==> config.mk <==
export PLATFORM = sky130hd
export DESIGN_NAME = ahblite_slave_ctrl
export DESIGN_NICKNAME = d
export VERILOG_FILES = /design/src/rtl/ahblite_slave_ctrl.sv
export SDC_FILE = /design/constraint.sdc
export NUM_CORES = 1
export LEC_CHECK = 0
export BUFFER_PORTS_ARGS = -buffer_cell sky130_fd_sc_hd__buf_2
export CAP_MARGIN = 0
export CORE_UTILIZATION = 35
export DETAILED_ROUTE_END_ITERATION = 8
export GPL_TIMING_DRIVEN = 1
export PLACE_DENSITY_LB_ADDON = 0.25
export SLEW_MARGIN = 30
export SYNTH_ARGS = -nofsm -noshare
export SYNTH_HDL_FRONTEND = slang
export SYNTH_SLANG_ARGS = --single-unit
==> constraint.sdc <==
create_clock -name HCLK -period 2.2 [get_ports HCLK]
set_clock_uncertainty 0.05 [all_clocks]
set_input_delay 0.11 -clock HCLK [delete_from_list [all_inputs] [get_ports HCLK]]
set_output_delay 0.11 -clock HCLK [all_outputs]
set_load 0.01 [all_outputs]
==> src/rtl/ahblite_slave_ctrl.sv <==
// AHB-Lite slave front end: accepts address phases, inserts WAIT_CYCLES wait states,
// and issues single-cycle read/write strobes to a simple register backend.
module ahblite_slave_ctrl #(
   parameter int ADDR_W      = 12,
   parameter int WAIT_CYCLES = 1
) (
   input  logic              HCLK,
   input  logic              HRESETn,
   input  logic              HSEL,
   input  logic [ADDR_W-1:0] HADDR,
   input  logic [1:0]        HTRANS,
   input  logic              HWRITE,
   input  logic [2:0]        HSIZE,
   input  logic              HREADY,
   input  logic [31:0]       HWDATA,
   output logic [31:0]       HRDATA,
   output logic              HREADYOUT,
   output logic              HRESP,
   output logic [ADDR_W-1:0] reg_addr,
   output logic [3:0]        reg_be,
   output logic              reg_wr_en,
   output logic              reg_rd_en,
   output logic [31:0]       reg_wdata,
   input  logic [31:0]       reg_rdata
);

   typedef enum logic [1:0] {IDLE, WAIT, ERR1, ERR2} state_t;

   state_t            state_q, state_d;
   logic [3:0]        cnt_q, cnt_d;
   logic [ADDR_W-1:0] addr_q, addr_d;
   logic [3:0]        be_q, be_d;
   logic              write_q, write_d;
   logic              final_q, final_d;

   logic              accept;
   logic              valid;
   logic [3:0]        be_new;

   always_comb begin
      accept = HSEL && HTRANS[1] && HREADY;
      valid  = (HSIZE == 3'd0) ||
               ((HSIZE == 3'd1) && !HADDR[0]) ||
               ((HSIZE == 3'd2) && (HADDR[1:0] == 2'b00));
      case (HSIZE)
         3'd0:    be_new = 4'b0001 << HADDR[1:0];
         3'd1:    be_new = HADDR[1] ? 4'b1100 : 4'b0011;
         3'd2:    be_new = 4'b1111;
         default: be_new = 4'b0000;
      endcase
   end

   always_comb begin
      state_d   = state_q;
      cnt_d     = cnt_q;
      addr_d    = addr_q;
      be_d      = be_q;
      write_d   = write_q;
      final_d   = 1'b0;
      HREADYOUT = 1'b1;
      HRESP     = 1'b0;

      case (state_q)
         IDLE: begin
            HREADYOUT = 1'b1;
         end
         WAIT: begin
            HREADYOUT = 1'b0;
            cnt_d     = cnt_q - 4'd1;
            if (cnt_d == 4'd0) begin
               state_d = IDLE;
               final_d = 1'b1;
            end
         end
         ERR1: begin
            HREADYOUT = 1'b0;
            HRESP     = 1'b1;
            state_d   = ERR2;
         end
         ERR2: begin
            HREADYOUT = 1'b1;
            HRESP     = 1'b1;
            state_d   = IDLE;
         end
         default: state_d = IDLE;
      endcase

      // New address phases are only taken while this slave drives HREADYOUT high.
      if (accept && (state_q == IDLE || state_q == ERR2)) begin
         addr_d  = {HADDR[ADDR_W-1:2], 2'b00};
         write_d = HWRITE;
         be_d    = valid ? be_new : 4'b0000;
         if (!valid) begin
            state_d = ERR1;
         end else if (WAIT_CYCLES == 0) begin
            state_d = IDLE;
            final_d = 1'b1;
         end else begin
            state_d = WAIT;
            cnt_d   = 4'(WAIT_CYCLES);
         end
      end
   end

   always_ff @(posedge HCLK or negedge HRESETn) begin
      if (!HRESETn) begin
         state_q <= IDLE;
         cnt_q   <= 4'd0;
         addr_q  <= '0;
         be_q    <= 4'b0000;
         write_q <= 1'b0;
         final_q <= 1'b0;
      end else begin
         state_q <= state_d;
         cnt_q   <= cnt_d;
         addr_q  <= addr_d;
         be_q    <= be_d;
         write_q <= write_d;
         final_q <= final_d;
      end
   end

   assign reg_addr  = addr_q;
   assign reg_be    = be_q;
   assign reg_wr_en = final_q && write_q;
   assign reg_rd_en = final_q && !write_q;
   assign reg_wdata = HWDATA;
   assign HRDATA    = reg_rd_en ? reg_rdata : 32'h0;

endmodule

# After elaboration in Yosys (flattened, before gate mapping)
# Cells that the tools add are included.
# totals
register_bits	22
latch_bits	0
mem_bits_rw	0
romBits	0
output_inout_bits	84
wordCells	50
mem_count	0
# op_classes
n_addsub	1
multipliers	0
div_mod_pow	0
magnitude_cmp	0
eq_ne	6
shift	1
mux	15
bitwise_logic	0
reduce_logical	21
# op_table
operator	n
$mux 32	1
$mux 4	5
$pmux 4 s3	1
$logic_and 1x1->1	7
$mux 2	3
$pmux 2 s3	1
$reduce_or 2->1	3
$eq 2x2->1 const B	2
$logic_not 2->1	2
$logic_not 4->1	1
$reduce_bool 4->1	1
$shl 1x2->4 const A	1
$sub 4x1->4 const B	1
$eq 3x1->1 const B	1
$eq 3x2->1 const B	1
$logic_not 3->1	1
$logic_or 1x1->1	3
$mux 1	3
$ne 3x3->1 const B	1
$eq 2x1->1 const B	1
$logic_not 1->1	2
$pmux 1 s2	1
$reduce_and 2->1	1

# Logic depth before layout (Yosys ltp)
# depth
ltp_word	6
mapped_depth	7
mapped_depth_nobuf	6

# Worst setup path after synthesis
# OpenSTA, ideal clock, no wires.
# synth_path
path_type	reg-to-reg
startpoint	register state_q[0]
endpoint	register addr_q[10] (netlist: reg_addr[10])
setup_ns	0.125
arrival_time_ns	1.451
required_ns	2.025
setup_slack_ns	0.575
path_stages_with_launch	6
n_path_buf	1
synth_period_minus_slack_ns	1.625
cell_sequence	dfrtp_1 inv_1 ha_1 nand4_1 buf_2 mux2_2
# synth_via
elab_chain_cells	3
elab_cells_between_ends	4
cone_classes	1 x eq/ne; 3 x reduce/logical
# synth_lines
item	line_no	text
from (decl)	29	state_t state_q, state_d;
from (signal assigned)	114	state_q <= state_d;
$eq 2x2->1 / $logic_not 2->1 (equally long branches)	89	if (accept && (state_q == IDLE || state_q == ERR2)) begin
$logic_or 1x1->1 *	89	
$logic_and 1x1->1 *	89	
to (signal assigned)	116	addr_q <= addr_d;
to (decl)	31	logic [ADDR_W-1:0] addr_q, addr_d;
# Every way passes the cells marked *; elsewhere a longest branch is shown, timed or not.
# A chain may end at the register's enable or synchronous reset.

# Final worst setup path
# layout_path
startpoint	register state_q[0]
endpoint	register state_q[1]
# layout_via
elab_chain_cells	5
elab_cells_between_ends	11
cone_classes	4 x eq/ne; 2 x mux; 5 x reduce/logical
# layout_lines
item	line_no
$eq 2x2->1 / $logic_not 2->1 (equally long branches)	63, 89
$logic_or 1x1->1	89
$logic_and 1x1->1	89
$ne 3x3->1 (no source line) / $reduce_bool 4->1 (equally long branches)	-
$reduce_and 2->1 (no source line)	-
# Several ways; a longest one is shown, not always the timed one.

==> flow_summary_export.csv <==
group,metric,value,unit
floorplanning,core-area,4350,µm²
timing,period_minus_slack,1.70,ns
logic_synthesis,synth.area.mux_share,8.52,%
logic_synthesis,synth_most_common_cell,"buf_4",
placed_design,place.detailed.hpwl,3130,µm
logic_synthesis,synth-simple-area-share,22.2,%
placed_design,pre_cts_slack,0.480,ns
setup_path,crit_fanout,18,
drt,drt_iter0_drc,20,
clock_network,cts_setup_buffers,0,
logic_synthesis,synthAdderAreaFrac,3.95,%
logic_synthesis,ys_ff_latch,22,
hold_path,min_path_type,"in -> reg",
timing,finalCritPeriodShare,77.3,%
job,maxCapViolations,0,
floorplanning,io_pins,170,
global_routing,antenna_found_initial,0,
clock_network,clkLatencyLatePin,0.26,ns
placed_design,gp_congestion,0.780,
power,irDropWorstVdd,0.000561,V
drt,wl_per_cell,13.1,µm
global_routing,gr-total-overflow,0,
logic_synthesis,synth_top_area_share,34.7,%
clock_network,clkSinkCount,22,
logic_synthesis,synth_common_cells,"buf_4 (34), and2_1 (33), dfrtp_1 (22), mux2_2 (12), nor2_1 (7)",
global_routing,gr-usage-all-layers,14.9,%
power,p_leak,1.12,nW
floorplanning,row_count,24,
setup_path,worstPathArrival,1.79,ns
logic_synthesis,netlist_top_cells_area,"dfrtp_1 (35%), buf_4 (16%), and2_1 (13%)",
drt,dr_total_vias,1334,
setup_path,cp-startpoint,"state_q[0]$_DFFE_PN0P_",
drt,ant_nets,0,
cells_and_area,design_area,1960,µm²
clock_network,htreeDepth,1,
logic_synthesis,async_reset_ff_share,100,%
logic_synthesis,synth_flop_cell,"dfrtp_1",
global_routing,grt_pass1_wl,5800,µm
logic_synthesis,yosysWarnings,0,
clock_network,cts_tree,"built",
logic_synthesis,synth_edf_count,0,
drt,viasPerCell,4.62,
floorplanning,die_y,69.3,µm
setup_path,r2r_cells,7,
timing,rsz0062_at_grt,"no",
cells_and_area,fin_util,45.1,%
drt,drc_errors,0,
cells_and_area,final_nets,329,
logic_synthesis,yosysUniqueCellTypes,36,
timing,hold_viol,0,
logic_synthesis,synth_xor_area_share,1.66,%
placed_design,dpl-instance-area,1900,µm²
setup_path,criticalPathCategory,"reg -> reg",
setup_path,cp-start-kind,"flip-flop",
cells_and_area,drive_gt1_share,54.4,%
timing,setup_violations,0,
power,p_per_area,995,nW/µm²
timing,setup_slack,0.500,ns
logic_synthesis,synth_compound_area_share,9.39,%
global_routing,grt_max_degree,34,
floorplanning,dieWidth,69.3,µm
timing,fin_setup_tns,0,ns
cells_and_area,area_delta_synth_final,23.9,%
drt,firstDrtPassIters,4,
timing,maxSlewViolCount,0,
status,run_status,"completed",
logic_synthesis,synth.yosys.seq_area_share,34.7,%
clock_network,cts_root_buf,"clkbuf_8",
logic_synthesis,synth_top_family_by_area,"simple AND/OR/NAND/NOR gates",
setup_path,end_kind,"flip-flop",
logic_synthesis,syn_area,1590,µm²
setup_path,crit_end,"state_q[1]$_DFFE_PN0P_",
floorplanning,start_util,36.4,%
logic_synthesis,synth_area_leader_cell,"dfrtp_1",
clock_network,cts_inserted_buffers,3,
timing,max_freq,588,MHz
global_routing,grt_pass1_vias,1171,
placed_design,io_buffer_count,102,
cells_and_area,num-fill-cells,441,
setup_path,r2r-end,"state_q[1]$_DFFE_PN0P_",
floorplanning,die_area,4800,µm²
cells_and_area,n_antenna_cell,0,
clock_network,clk_path_buf_depth,2,
logic_synthesis,synth_cells,166,
setup_path,r2r_setup_slack,0.50,ns
drt,wl,3790,µm
setup_path,worstPathRequired,2.29,ns
setup_path,worstReg2RegStart,"state_q[0]$_DFFE_PN0P_",
clock_network,path_clk_slew,0.08,ns
logic_synthesis,synth_area_per_cell,9.55,µm²
## flip-flops by register name, summed over array words and instances (netlist names)
register / count
cnt_q: 4
final_q: 1
reg_addr: 10
reg_be: 4
state_q: 2
write_q: 1
## worst min path at each step
stage | from | to | slack, ns | depth (start not counted)
floorplan | HRESETn | cnt_q[0]$_DFF_PN0_ | -0.24 | 0
global placement | HRESETn | reg_be[1]$_DFFE_PN0P_ | 0.06 | 1
detailed placement | HRESETn | reg_be[1]$_DFFE_PN0P_ | 0.07 | 1
CTS | HADDR[4] | reg_addr[4]$_DFFE_PN0P_ | 0.02 | 2
global route | HWRITE | write_q$_DFFE_PN0P_ | 0.01 | 2
finish | HADDR[8] | reg_addr[8]$_DFFE_PN0P_ | 0.03 | 2
## logic make-up (layout without fill, tap and decap cells)
group           after synthesis  count (layout)
fa+ha+maj                     5               5
compound gates               19              19
mux                          12              12
buf+inv                      45             115
xor+xnor                      3               3
other cells                   1               2
simple gates                 59              59
flops                        22              22
## cell usage in the layout (no fill, tap or decap), drive strengths merged, types with 2 or more instances in the layout
cell    instances
o21ai           3
a21oi           6
buf           105
o211ai          2
clkbuf          4
conb            2
ha              5
and2           33
nand2           5
xnor2           2
and3b           2
o31ai           2
nor2            7
a22o            2
inv             5
dfrtp          22
mux2           12
or2             2
nor3            2
## cell type report
class / instances / area (µm²) / share of cell area [%]
multi-input combinational: 100 / 732 / 37.3
timing repair buffer: 106 / 543 / 27.6
inverter: 5 / 18.8 / 0.955
tap: 52 / 65.1 / 3.31
sequential: 22 / 551 / 28.0
clock buffer: 4 / 55.1 / 2.80
## report_power, final
part / internal, mW / switching, mW / leakage (nW)
registers: 0.598 / 0.125 / 0.270
clock network: 0.159 / 0.127 / 0.0288
logic: 0.489 / 0.457 / 0.819
## routing by layer
layer	vias to the layer above	track usage, %	share of wire [%]
met5	-	0	0
met4	0	0.680	0
met3	0	10.0	14
met2	99	23.0	47
met1	587	18.1	39
li1	648	-	-
## critical path, stage by stage, from the launching register on
cell      delay, ns
dfrtp_1        0.39
inv_1          0.06
ha_1           0.30
nand4_1        0.13
buf_4          0.24
a21boi_0       0.20
a21o_1         0.15
a21oi_2        0.06
## per-stage QoR
stage               cells  power, mW  hold WS (ns)
finish                289       1.96        0.0266
global route          289       2.12        0.0133
CTS                   289       1.99        0.0165
detailed placement    284       1.69        0.0650
global placement      284       1.67        0.0571
floorplan             167       1.44        -0.236
## what timing repair did
| action | in CTS | in global routing |
|---|---|---|
| hold buffers | 1 | 0 |
| endpoints found under the hold margin | 22 | 0 |
| resized for setup | 0 | 0 |
Note: power is estimated with default switching activity, not from simulation.
